--- src/rtl/rng_axi_fetcher.sv ---
// AXI4-Lite read initiator draining the RNG peripheral into a small sample FIFO.
// Optional RNG_FETCH_DEDUP_EN drops samples equal to the last pushed one and adds dup_cnt_o.

package ariane_axi;
    localparam int unsigned AddrWidth = 64;
    localparam int unsigned DataWidth = 64;
    localparam int unsigned IdWidth   = 10;

    typedef logic [IdWidth-1:0]   id_t;
    typedef logic [AddrWidth-1:0] addr_t;
    typedef logic [DataWidth-1:0] data_t;

    typedef struct packed {
        id_t         id;
        addr_t       addr;
        logic [7:0]  len;
        logic [2:0]  size;
        logic [1:0]  burst;
        logic        lock;
        logic [3:0]  cache;
        logic [2:0]  prot;
        logic [3:0]  qos;
        logic [3:0]  region;
        logic [5:0]  atop;
        logic        user;
    } aw_chan_t;

    typedef struct packed {
        data_t       data;
        logic [7:0]  strb;
        logic        last;
        logic        user;
    } w_chan_t;

    typedef struct packed {
        id_t         id;
        logic [1:0]  resp;
        logic        user;
    } b_chan_t;

    typedef struct packed {
        id_t         id;
        addr_t       addr;
        logic [7:0]  len;
        logic [2:0]  size;
        logic [1:0]  burst;
        logic        lock;
        logic [3:0]  cache;
        logic [2:0]  prot;
        logic [3:0]  qos;
        logic [3:0]  region;
        logic        user;
    } ar_chan_t;

    typedef struct packed {
        id_t         id;
        data_t       data;
        logic [1:0]  resp;
        logic        last;
        logic        user;
    } r_chan_t;

    typedef struct packed {
        aw_chan_t aw;
        logic     aw_valid;
        w_chan_t  w;
        logic     w_valid;
        logic     b_ready;
        ar_chan_t ar;
        logic     ar_valid;
        logic     r_ready;
    } req_t;

    typedef struct packed {
        logic     aw_ready;
        logic     ar_ready;
        logic     w_ready;
        logic     b_valid;
        b_chan_t  b;
        logic     r_valid;
        r_chan_t  r;
    } resp_t;
endpackage

module rng_axi_fetcher #(
    parameter int unsigned AXI_ADDR_WIDTH = 64,
    parameter int unsigned AXI_DATA_WIDTH = 64,
    parameter int unsigned AXI_ID_WIDTH   = 10,
    parameter logic [63:0] BASE_ADDR      = 64'h0,
    parameter int unsigned FIFO_DEPTH     = 4,
    parameter int unsigned POLL_GAP       = 16
) (
    input  logic              clk_i,
    input  logic              rst_ni,
    input  logic              en_i,
    output ariane_axi::req_t  axi_req_o,
    input  ariane_axi::resp_t axi_resp_i,
    output logic [63:0]       rnd_o,
    output logic              rnd_valid_o,
    input  logic              rnd_ready_i,
    output logic [7:0]        err_cnt_o,
    output logic              busy_o
`ifdef RNG_FETCH_DEDUP_EN
    ,
    output logic [7:0]        dup_cnt_o
`endif
);

    localparam int unsigned PTR_W = $clog2(FIFO_DEPTH);
    localparam int unsigned CNT_W = $clog2(FIFO_DEPTH) + 1;
    localparam int unsigned GAP_W = $clog2(POLL_GAP) + 1;
    // The IDLE re-check cycle is part of the quiet window, so GAP itself lasts POLL_GAP-1 cycles.
    localparam logic [GAP_W-1:0] GAP_LAST = GAP_W'(POLL_GAP - 2);
    localparam logic [3:0] REG_LO     = 4'd12;
    localparam logic [3:0] REG_HI     = 4'd13;
    localparam logic [3:0] REG_STATUS = 4'd14;

    typedef enum logic [3:0] {
        IDLE  = 4'd0,
        ST_AR = 4'd1,
        ST_R  = 4'd2,
        LO_AR = 4'd3,
        LO_R  = 4'd4,
        HI_AR = 4'd5,
        HI_R  = 4'd6,
        PUSH  = 4'd7,
        GAP   = 4'd8
    } state_e;

    function automatic logic [7:0] sat_inc8(input logic [7:0] v);
        if (v == 8'hFF) begin
            return v;
        end else begin
            return v + 8'd1;
        end
    endfunction

    function automatic logic [AXI_ADDR_WIDTH-1:0] reg_addr(input logic [3:0] idx);
        return AXI_ADDR_WIDTH'(BASE_ADDR + {57'd0, idx, 3'b000});
    endfunction

    state_e                    state_r;
    logic                      ar_valid_r;
    logic [AXI_ADDR_WIDTH-1:0] ar_addr_r;
    logic                      r_ready_r;
    logic                      busy_r;
    logic [31:0]               lo_r;
    logic [31:0]               hi_r;
    logic [7:0]                err_cnt_r;
    logic [GAP_W-1:0]          gap_cnt_r;

    logic [63:0]               fifo_mem_r [FIFO_DEPTH];
    logic [PTR_W-1:0]          wr_ptr_r;
    logic [PTR_W-1:0]          rd_ptr_r;
    logic [CNT_W-1:0]          cnt_r;

    logic                      ar_hs_s;
    logic                      r_hs_s;
    logic                      r_ok_s;
    logic [31:0]               r_word_s;
    logic                      fifo_full_s;
    logic [63:0]               sample_s;
    logic                      dup_s;
    logic                      push_s;
    logic                      pop_s;
    logic                      unused_s;

    assign ar_hs_s     = ar_valid_r & axi_resp_i.ar_ready;
    assign r_hs_s      = r_ready_r & axi_resp_i.r_valid;
    assign r_ok_s      = (axi_resp_i.r.resp == 2'b00);
    assign r_word_s    = axi_resp_i.r.data[31:0];
    assign fifo_full_s = (cnt_r == CNT_W'(FIFO_DEPTH));
    assign sample_s    = {hi_r, lo_r};
    assign pop_s       = (cnt_r != {CNT_W{1'b0}}) & rnd_ready_i;

    assign unused_s = ^{axi_resp_i.aw_ready, axi_resp_i.w_ready, axi_resp_i.b_valid, axi_resp_i.b,
                        axi_resp_i.r.id, axi_resp_i.r.data[AXI_DATA_WIDTH-1:32],
                        axi_resp_i.r.last, axi_resp_i.r.user};

`ifdef RNG_FETCH_DEDUP_EN
    logic [63:0] last_r;
    logic [7:0]  dup_cnt_r;

    assign dup_s     = (sample_s == last_r);
    assign dup_cnt_o = dup_cnt_r;

    // Remember the last accepted sample and count dropped repeats.
    always_ff @(posedge clk_i or negedge rst_ni) begin
        if (!rst_ni) begin
            last_r    <= 64'h0;
            dup_cnt_r <= 8'h00;
        end else if (state_r == PUSH) begin
            if (dup_s) begin
                dup_cnt_r <= sat_inc8(dup_cnt_r);
            end else begin
                last_r <= sample_s;
            end
        end
    end
`else
    assign dup_s = 1'b0;
`endif

    // FIFO write strobe: only from PUSH, and only for samples not flagged as repeats.
    always_comb begin
        push_s = 1'b0;
        if (state_r == PUSH) begin
            push_s = ~dup_s;
        end else begin
            push_s = 1'b0;
        end
    end

    // Fetch sequencer: status poll, low word, high word, push; errors and empty polls back off.
    always_ff @(posedge clk_i or negedge rst_ni) begin
        if (!rst_ni) begin
            state_r    <= IDLE;
            ar_valid_r <= 1'b0;
            ar_addr_r  <= {AXI_ADDR_WIDTH{1'b0}};
            r_ready_r  <= 1'b0;
            busy_r     <= 1'b0;
            lo_r       <= 32'h0;
            hi_r       <= 32'h0;
            err_cnt_r  <= 8'h00;
            gap_cnt_r  <= {GAP_W{1'b0}};
        end else begin
            case (state_r)
                IDLE: begin
                    if (en_i && !fifo_full_s) begin
                        state_r    <= ST_AR;
                        ar_valid_r <= 1'b1;
                        ar_addr_r  <= reg_addr(REG_STATUS);
                        busy_r     <= 1'b1;
                    end
                end
                ST_AR, LO_AR, HI_AR: begin
                    if (ar_hs_s) begin
                        ar_valid_r <= 1'b0;
                        r_ready_r  <= 1'b1;
                        state_r    <= (state_r == ST_AR) ? ST_R :
                                      (state_r == LO_AR) ? LO_R : HI_R;
                    end
                end
                ST_R, LO_R, HI_R: begin
                    if (r_hs_s) begin
                        r_ready_r <= 1'b0;
                        if (!r_ok_s) begin
                            err_cnt_r <= sat_inc8(err_cnt_r);
                            gap_cnt_r <= {GAP_W{1'b0}};
                            state_r   <= GAP;
                        end else if (state_r == ST_R) begin
                            if (r_word_s[0]) begin
                                state_r    <= LO_AR;
                                ar_valid_r <= 1'b1;
                                ar_addr_r  <= reg_addr(REG_LO);
                            end else begin
                                gap_cnt_r <= {GAP_W{1'b0}};
                                state_r   <= GAP;
                            end
                        end else if (state_r == LO_R) begin
                            lo_r       <= r_word_s;
                            state_r    <= HI_AR;
                            ar_valid_r <= 1'b1;
                            ar_addr_r  <= reg_addr(REG_HI);
                        end else begin
                            hi_r    <= r_word_s;
                            state_r <= PUSH;
                        end
                    end
                end
                PUSH: begin
                    if (dup_s) begin
                        gap_cnt_r <= {GAP_W{1'b0}};
                        state_r   <= GAP;
                    end else begin
                        state_r <= IDLE;
                        busy_r  <= 1'b0;
                    end
                end
                GAP: begin
                    if (gap_cnt_r == GAP_LAST) begin
                        state_r <= IDLE;
                        busy_r  <= 1'b0;
                    end else begin
                        gap_cnt_r <= gap_cnt_r + GAP_W'(1);
                    end
                end
                default: begin
                    state_r    <= IDLE;
                    ar_valid_r <= 1'b0;
                    r_ready_r  <= 1'b0;
                    busy_r     <= 1'b0;
                end
            endcase
        end
    end

    // Sample FIFO storage, pointers and occupancy.
    always_ff @(posedge clk_i or negedge rst_ni) begin
        if (!rst_ni) begin
            for (int i = 0; i < FIFO_DEPTH; i++) begin
                fifo_mem_r[i] <= 64'h0;
            end
            wr_ptr_r <= {PTR_W{1'b0}};
            rd_ptr_r <= {PTR_W{1'b0}};
            cnt_r    <= {CNT_W{1'b0}};
        end else begin
            if (push_s) begin
                fifo_mem_r[wr_ptr_r] <= sample_s;
                wr_ptr_r             <= wr_ptr_r + PTR_W'(1);
            end
            if (pop_s) begin
                rd_ptr_r <= rd_ptr_r + PTR_W'(1);
            end
            case ({push_s, pop_s})
                2'b10:   cnt_r <= cnt_r + CNT_W'(1);
                2'b01:   cnt_r <= cnt_r - CNT_W'(1);
                default: cnt_r <= cnt_r;
            endcase
        end
    end

    // Drive only the read-address fields; everything else on the request stays zero.
    always_comb begin
        axi_req_o          = '0;
        axi_req_o.ar.id    = {AXI_ID_WIDTH{1'b0}};
        axi_req_o.ar.addr  = ar_addr_r;
        axi_req_o.ar.len   = 8'd0;
        axi_req_o.ar.size  = 3'b011;
        axi_req_o.ar.burst = 2'b01;
        axi_req_o.ar.prot  = 3'b000;
        axi_req_o.ar_valid = ar_valid_r;
        axi_req_o.r_ready  = r_ready_r;
    end

    assign rnd_valid_o = (cnt_r != {CNT_W{1'b0}});
    assign rnd_o       = rnd_valid_o ? fifo_mem_r[rd_ptr_r] : 64'h0;
    assign err_cnt_o   = err_cnt_r;
    assign busy_o      = busy_r;

endmodule

--- config.mk ---
export PLATFORM = sky130hd
export DESIGN_NAME = rng_axi_fetcher
export DESIGN_NICKNAME = d
export VERILOG_FILES = /design/src/rtl/rng_axi_fetcher.sv
export SDC_FILE = /design/constraint.sdc
export NUM_CORES = 1
export LEC_CHECK = 0
export ABC_CLOCK_PERIOD_IN_PS = 2400
export CAP_MARGIN = 25
export CORE_MARGIN = 10
export CORE_UTILIZATION = 50
export CTS_CLUSTER_DIAMETER = 150
export DETAILED_ROUTE_END_ITERATION = 10
export MAX_ROUTING_LAYER = met4
export PLACE_DENSITY_LB_ADDON = 0.05
export SETUP_SLACK_MARGIN = 0.5
export SYNTH_ARGS = -nofsm -noshare
export SYNTH_HDL_FRONTEND = slang
export SYNTH_SLANG_ARGS = --single-unit
--- constraint.sdc ---
create_clock -name clk_i -period 2.4 [get_ports clk_i]
set_input_delay 0.48 -clock clk_i [delete_from_list [all_inputs] [get_ports clk_i]]
set_output_delay 0.48 -clock clk_i [all_outputs]
set_load 0.005 [all_outputs]
-- After elaboration in Yosys (flattened, before gate mapping)
Cells that the tools add are included.
- bitwise operators: 12
- reductions and logical operators: 23
- mux-type cells: 46
- add/subtract/negate cells: 6
- equal/unequal tests: 23
- magnitude comparators: 3
- operator list (operator ; count):
    $mux W64 ; 10
    $bwmux W256 ; 1
    $bmux W64 S2 ; 1
    $demux W64 S2 ; 1
    $pmux W64 S2 ; 1
    $mux W4 ; 7
    $mux W5 ; 5
    $eq A4 B3 Y1 const B ; 4
    $pmux W4 S4 ; 1
    $reduce_and A5 Y1 ; 3
    $ne A2 B2 Y1 const B ; 6
    $ne A3 B3 Y1 const B ; 4
    $mux W1 ; 11
    $pmux W5 S2 ; 1
    $reduce_or A3 Y1 ; 3
    $add A8 B1 Y8 const B ; 1
    $eq A4 B2 Y1 const B ; 2
    $eq A8 B8 Y1 const B ; 1
    $reduce_and A4 Y1 ; 2
    $not A1 Y1 ; 7
    $reduce_and A7 Y1 ; 1
    $ge A3 B3 Y1 const B ; 2
    $not A2 Y3 ; 2
    $pmux W1 S3 ; 2
    other kinds (26) ; 34
- bits of input ports: 100
- flip-flop bits (word level): 411
- word-level logic and storage cells: 129
- output and inout port bits: 367

-- Longest topological paths before layout
- depth in word-level cells: 6
- depth in mapped cells: 10
- depth with buffers taken out: 9

-- Least setup slack after synthesis
No wires, ideal clock.
- kind: flip-flop to flip-flop
- start: register state_r[0]
- end: register cnt_r[2]
- data arrival time: 2001 ps
- path buffers: 1
- required time: 2321 ps
- clock period less this slack: 2080 ps
- slack: 320 ps
- stages on the path, launching flop included: 11
- setup time: 79 ps
- path through: dfrtp_1 -> and2b_2 -> and3_4 -> buf_12 -> inv_1 -> ha_1 -> inv_1 -> fa_1 -> xor2_1 -> nor2_1 -> xor2_1
- word-level cells in the longest chain between the ends: 4
- elaborated cells on any way between the ends: 6
- those cells by class: 3 x eq/ne; 2 x mux; 1 x reduce/logical
- RTL lines (item ; line ; text):
    from (decl) ; 142 ; state_e state_r;
    from (signal assigned) ; 240 ; state_r <= (state_r == ST_AR) ? ST_R :
    $eq A4 B3 Y1 * ; 207 ; if (state_r == PUSH) begin
    $mux W1 * ; 207 ;
    $eq A2 B1 Y1 / $eq A2 B2 Y1 (equally long branches) ; 315 ; case ({push_s, pop_s})
    $pmux W3 S2 / $reduce_bool A2 Y1 (equally long branches) ; n/a ;
    to (signal assigned) ; 316 ; 2'b10: cnt_r <= cnt_r + CNT_W'(1);
    to (signal assigned) ; 317 ; 2'b01: cnt_r <= cnt_r - CNT_W'(1);
    to (signal assigned) ; 318 ; default: cnt_r <= cnt_r;
    to (decl) ; 155 ; logic [CNT_W-1:0] cnt_r;
Every way passes the cells marked *; elsewhere a longest branch is shown, timed or not.
A chain may end at the register's enable or synchronous reset.

-- Final worst setup path
- start: register rd_ptr_r[0]
- end: output port rnd_o[18]
- word-level cells in the longest chain between the ends: 5
- RTL lines (item ; line ; text):
    from (decl) ; 154 ; logic [PTR_W-1:0] rd_ptr_r;
    from (signal assigned) ; 305 ; rd_ptr_r <= {PTR_W{1'b0}};
    from (signal assigned) ; 313 ; rd_ptr_r <= rd_ptr_r + PTR_W'(1);
    $not A2 Y3 (not written as such) ; 337 ; assign rnd_o = rnd_valid_o ? fifo_mem_r[rd_ptr_r] : 64'h0;
    $bmux W64 S2 ; 337 ;
    $mux W64 (not written as such) (2 in series) ; 337 ;
    $mux W64 ; 337 ;
    to (decl) ; 98 ; output logic [63:0] rnd_o,
No other way between the ends. The select of a mux whose other input is x is not followed.

==> results.txt <==
Rows = 71
Startpoint class of the critical path = register
Hold Path Class = register to register
Largest net degree at the start of global routing = 65
Setup TNS = -10,940 ps
Most common cell after layout, fill and taps aside = dfrtp_1
Synth area leaders = dfrtp_1 46%, mux2_4 19%, buf_4 12%
Worst-Margin Slew = 547 ps
Failing checks = negative setup slack
Syn Area/Cell = 14.8 um2
Chip Height = 214 um
Antenna Cells = 0
Tmin final = 2630 ps
Clk sink count = 350
RSZ-0062 raised after global routing = yes
CP max FO = 7
Fill cells = 3,007
Final hold violations = 0
Post-Syn Area = 18,900 um2
DRC violations left = 0
CP arrival = 2150 ps
CTS Buffer Depth = 3
Relative slew slack = 0.635
Via density = 4.74
Post-synth EDFFs = 0
CP max-delay cell = dfrtp_4
Crit-path cells = buf_12, buf_16, buf_6, mux4_2, and2_4, buf_6
Synth area leader = dfrtp_1
Crit Reg-Reg Startpoint = cnt_r[0]
Hold Crit Start = err_cnt_o[6]
TritonCTS clock tree = built
Worst path top cell family by delay = buffers and inverters
GR peak layer = met2
Share of cells above drive strength 1 = 0.463
MaxCap Viol Count = 0
Most frequent CP cell = buf_6
CP Launch Point = rd_ptr_r[0]
Most frequent cells in the layout = 344 x dfrtp_1, 287 x conb_1, 240 x mux2_4
Ports = 467
CP Class = register to primary output
Met3 Use GR = 0.0293
Root Buffer = clkbuf_16
DP HPWL = 25,400 um
Critical path required time = 1920 ps
Maximum vdd drop = 0.473 mV
Met1 Use GR = 0.234
First-pass GRT wire length = 65,400 um
Post-layout utilization of the core = 0.589
Post-synthesis async set-or-reset flop share = 1.00
Die width = 214 um
Crit share post-route = 1.10
Layout area overhead = 16.8%
DR WL/cell = 20.6 um
Routability cong. = 0.825
CP Buf/Inv Count = 4
Core area = 37,500 um2
Worst Clk Skew = 10.2 ps
Yosys top cell area share = 0.463
Antenna Nets Post-Route = 0
Multi-input logic area = 8550 um2
Largest stage delay on the critical path = 510 ps
Power Dens Cells = 833 nW/um2
Port buffer count = 119
Most common flop cell mapped by yosys = dfrtp_1
Starting density of the core = 0.504
Initial antenna violation count = 0
Die area = 46,000 um2
Post-layout net count = 1,591
Seq/Total Area, Yosys = 0.463
Post-Route WL = 41,500 um
Clock slew at reported path FFs = 60 ps
Vias in the first global route = 10.8k
Final setup violating endpoints = 63
Seq. cell area = 8770 um2
Total grt overflow = 0
Setup WS post-layout = -232 ps
Cts bufs inserted = 40
Post-synthesis register bit count = 350
Worst skew pair latency = 510 ps
CTS H-tree depth = 2
Setup crit end kind = primary output
Via count = 9,567
1st-pass router iterations = 4
DRT iter0 DRCs = 321
Leakage = 0.0117 uW
Slew Limit Fails = 0
Yosys warns = 0
Achievable Freq = 380 MHz
Synth Instances = 1,274
Status = finished with violations
GR Util met2 = 0.300
Synth cell types = 59
Total GRT Usage = 0.182
synth_stat cells (8+ instances only):
| cell | count |
|---|---|
| and2_1 | 67 |
| buf_12 | 25 |
| buf_2 | 15 |
| buf_4 | 290 |
| clkbuf_1 | 12 |
| dfrtp_1 | 350 |
| ha_1 | 8 |
| inv_1 | 12 |
| mux2_2 | 82 |
| mux2_4 | 240 |
| mux4_2 | 64 |
| nand2_1 | 12 |
| nand3_1 | 10 |
| xnor2_1 | 10 |
area by class of cell:
| class | instances | area share |
|---|---|---|
| inverters | 12 | 0.00215 |
| clock buffers | 55 | 0.0525 |
| well taps | 511 | 0.0290 |
| repair buffers | 224 | 0.125 |
| clock inverters | 12 | 0.00612 |
| multi-input cells | 854 | 0.387 |
| flip-flops and latches | 350 | 0.398 |
flip-flops by register name, summed over array words and instances, names as in the netlist, 3 cells and up:
name,flops
hi_r,32
state_r,4
lo_r,32
ar_addr_r,3
gap_cnt_r,5
err_cnt_o,8
cnt_r,3
fifo_mem_r,256
kinds of logic (layout without fill, tap and decap cells):
family                     Yosys count  after routing  share of synthesized area
DFF                                350            350                      0.463
adders and majority gates            9              9                    0.00636
and+or+nand+nor                    125            127                     0.0441
AOI/OAI and AO/OA                   27             27                     0.0102
other                                2            287                   0.000397
muxes                              390            390                      0.318
buffers and inverters              357            303                      0.151
xor gates and xnor gates            14             14                    0.00649
power by group:
part	internal, uW	switching (uW)
sequential	6510	608
combinational	2990	2230
clock	3670	2350
total	13200	5200
layer usage:
layer | part of all wire | wire length [um] | vias up
li1 | - | - | 4298
met1 | 0.45 | 18600 | 4990
met2 | 0.50 | 20900 | 232
met3 | 0.035 | 1470 | 47
met4 | 0.015 | 641 | 0
met5 | 0 | 0 | -
worst paths after layout:
kind | endpoint | slack, ps | depth (start not counted)
setup / recovery | rnd_o[18] | -230 | 6
setup reg to reg | cnt_r[2] | 310 | 9
hold / removal | err_cnt_o[6] | 480 | 1
min in group asynchronous | fifo_mem_r[38] | 490 | 2
hold reg to reg | err_cnt_o[6] | 480 | 1
max in group asynchronous | fifo_mem_r[126] | 1070 | 3
repair_timing:
| item | CTS | global route |
|---|---|---|
| cloned | 10 | 2 |
| hold buffers | 1 | 0 |
| endpoints found under the setup margin | 243 | 293 |
| gates resized for setup | 382 | 33 |
| endpoints found under the hold margin | 53 | 0 |
| pin swaps | 59 | 2 |
| buffers inserted | 36 | 13 |
metrics by stage:
stage | setup slack [ps] | instance area [um2] | hold WS [ps] | cells | total power [uW]
after floorplan | 433 | 20000 | 184 | 1559 | 9920
after global placement | -139 | 19700 | 473 | 1889 | 11100
after detailed placement | -135 | 19700 | 472 | 1889 | 11100
after CTS | -267 | 21800 | 493 | 2003 | 18400
after global routing | -290 | 22100 | 506 | 2018 | 19300
final | -232 | 22100 | 485 | 2018 | 18400
Note: power is estimated with default switching activity, not from simulation.
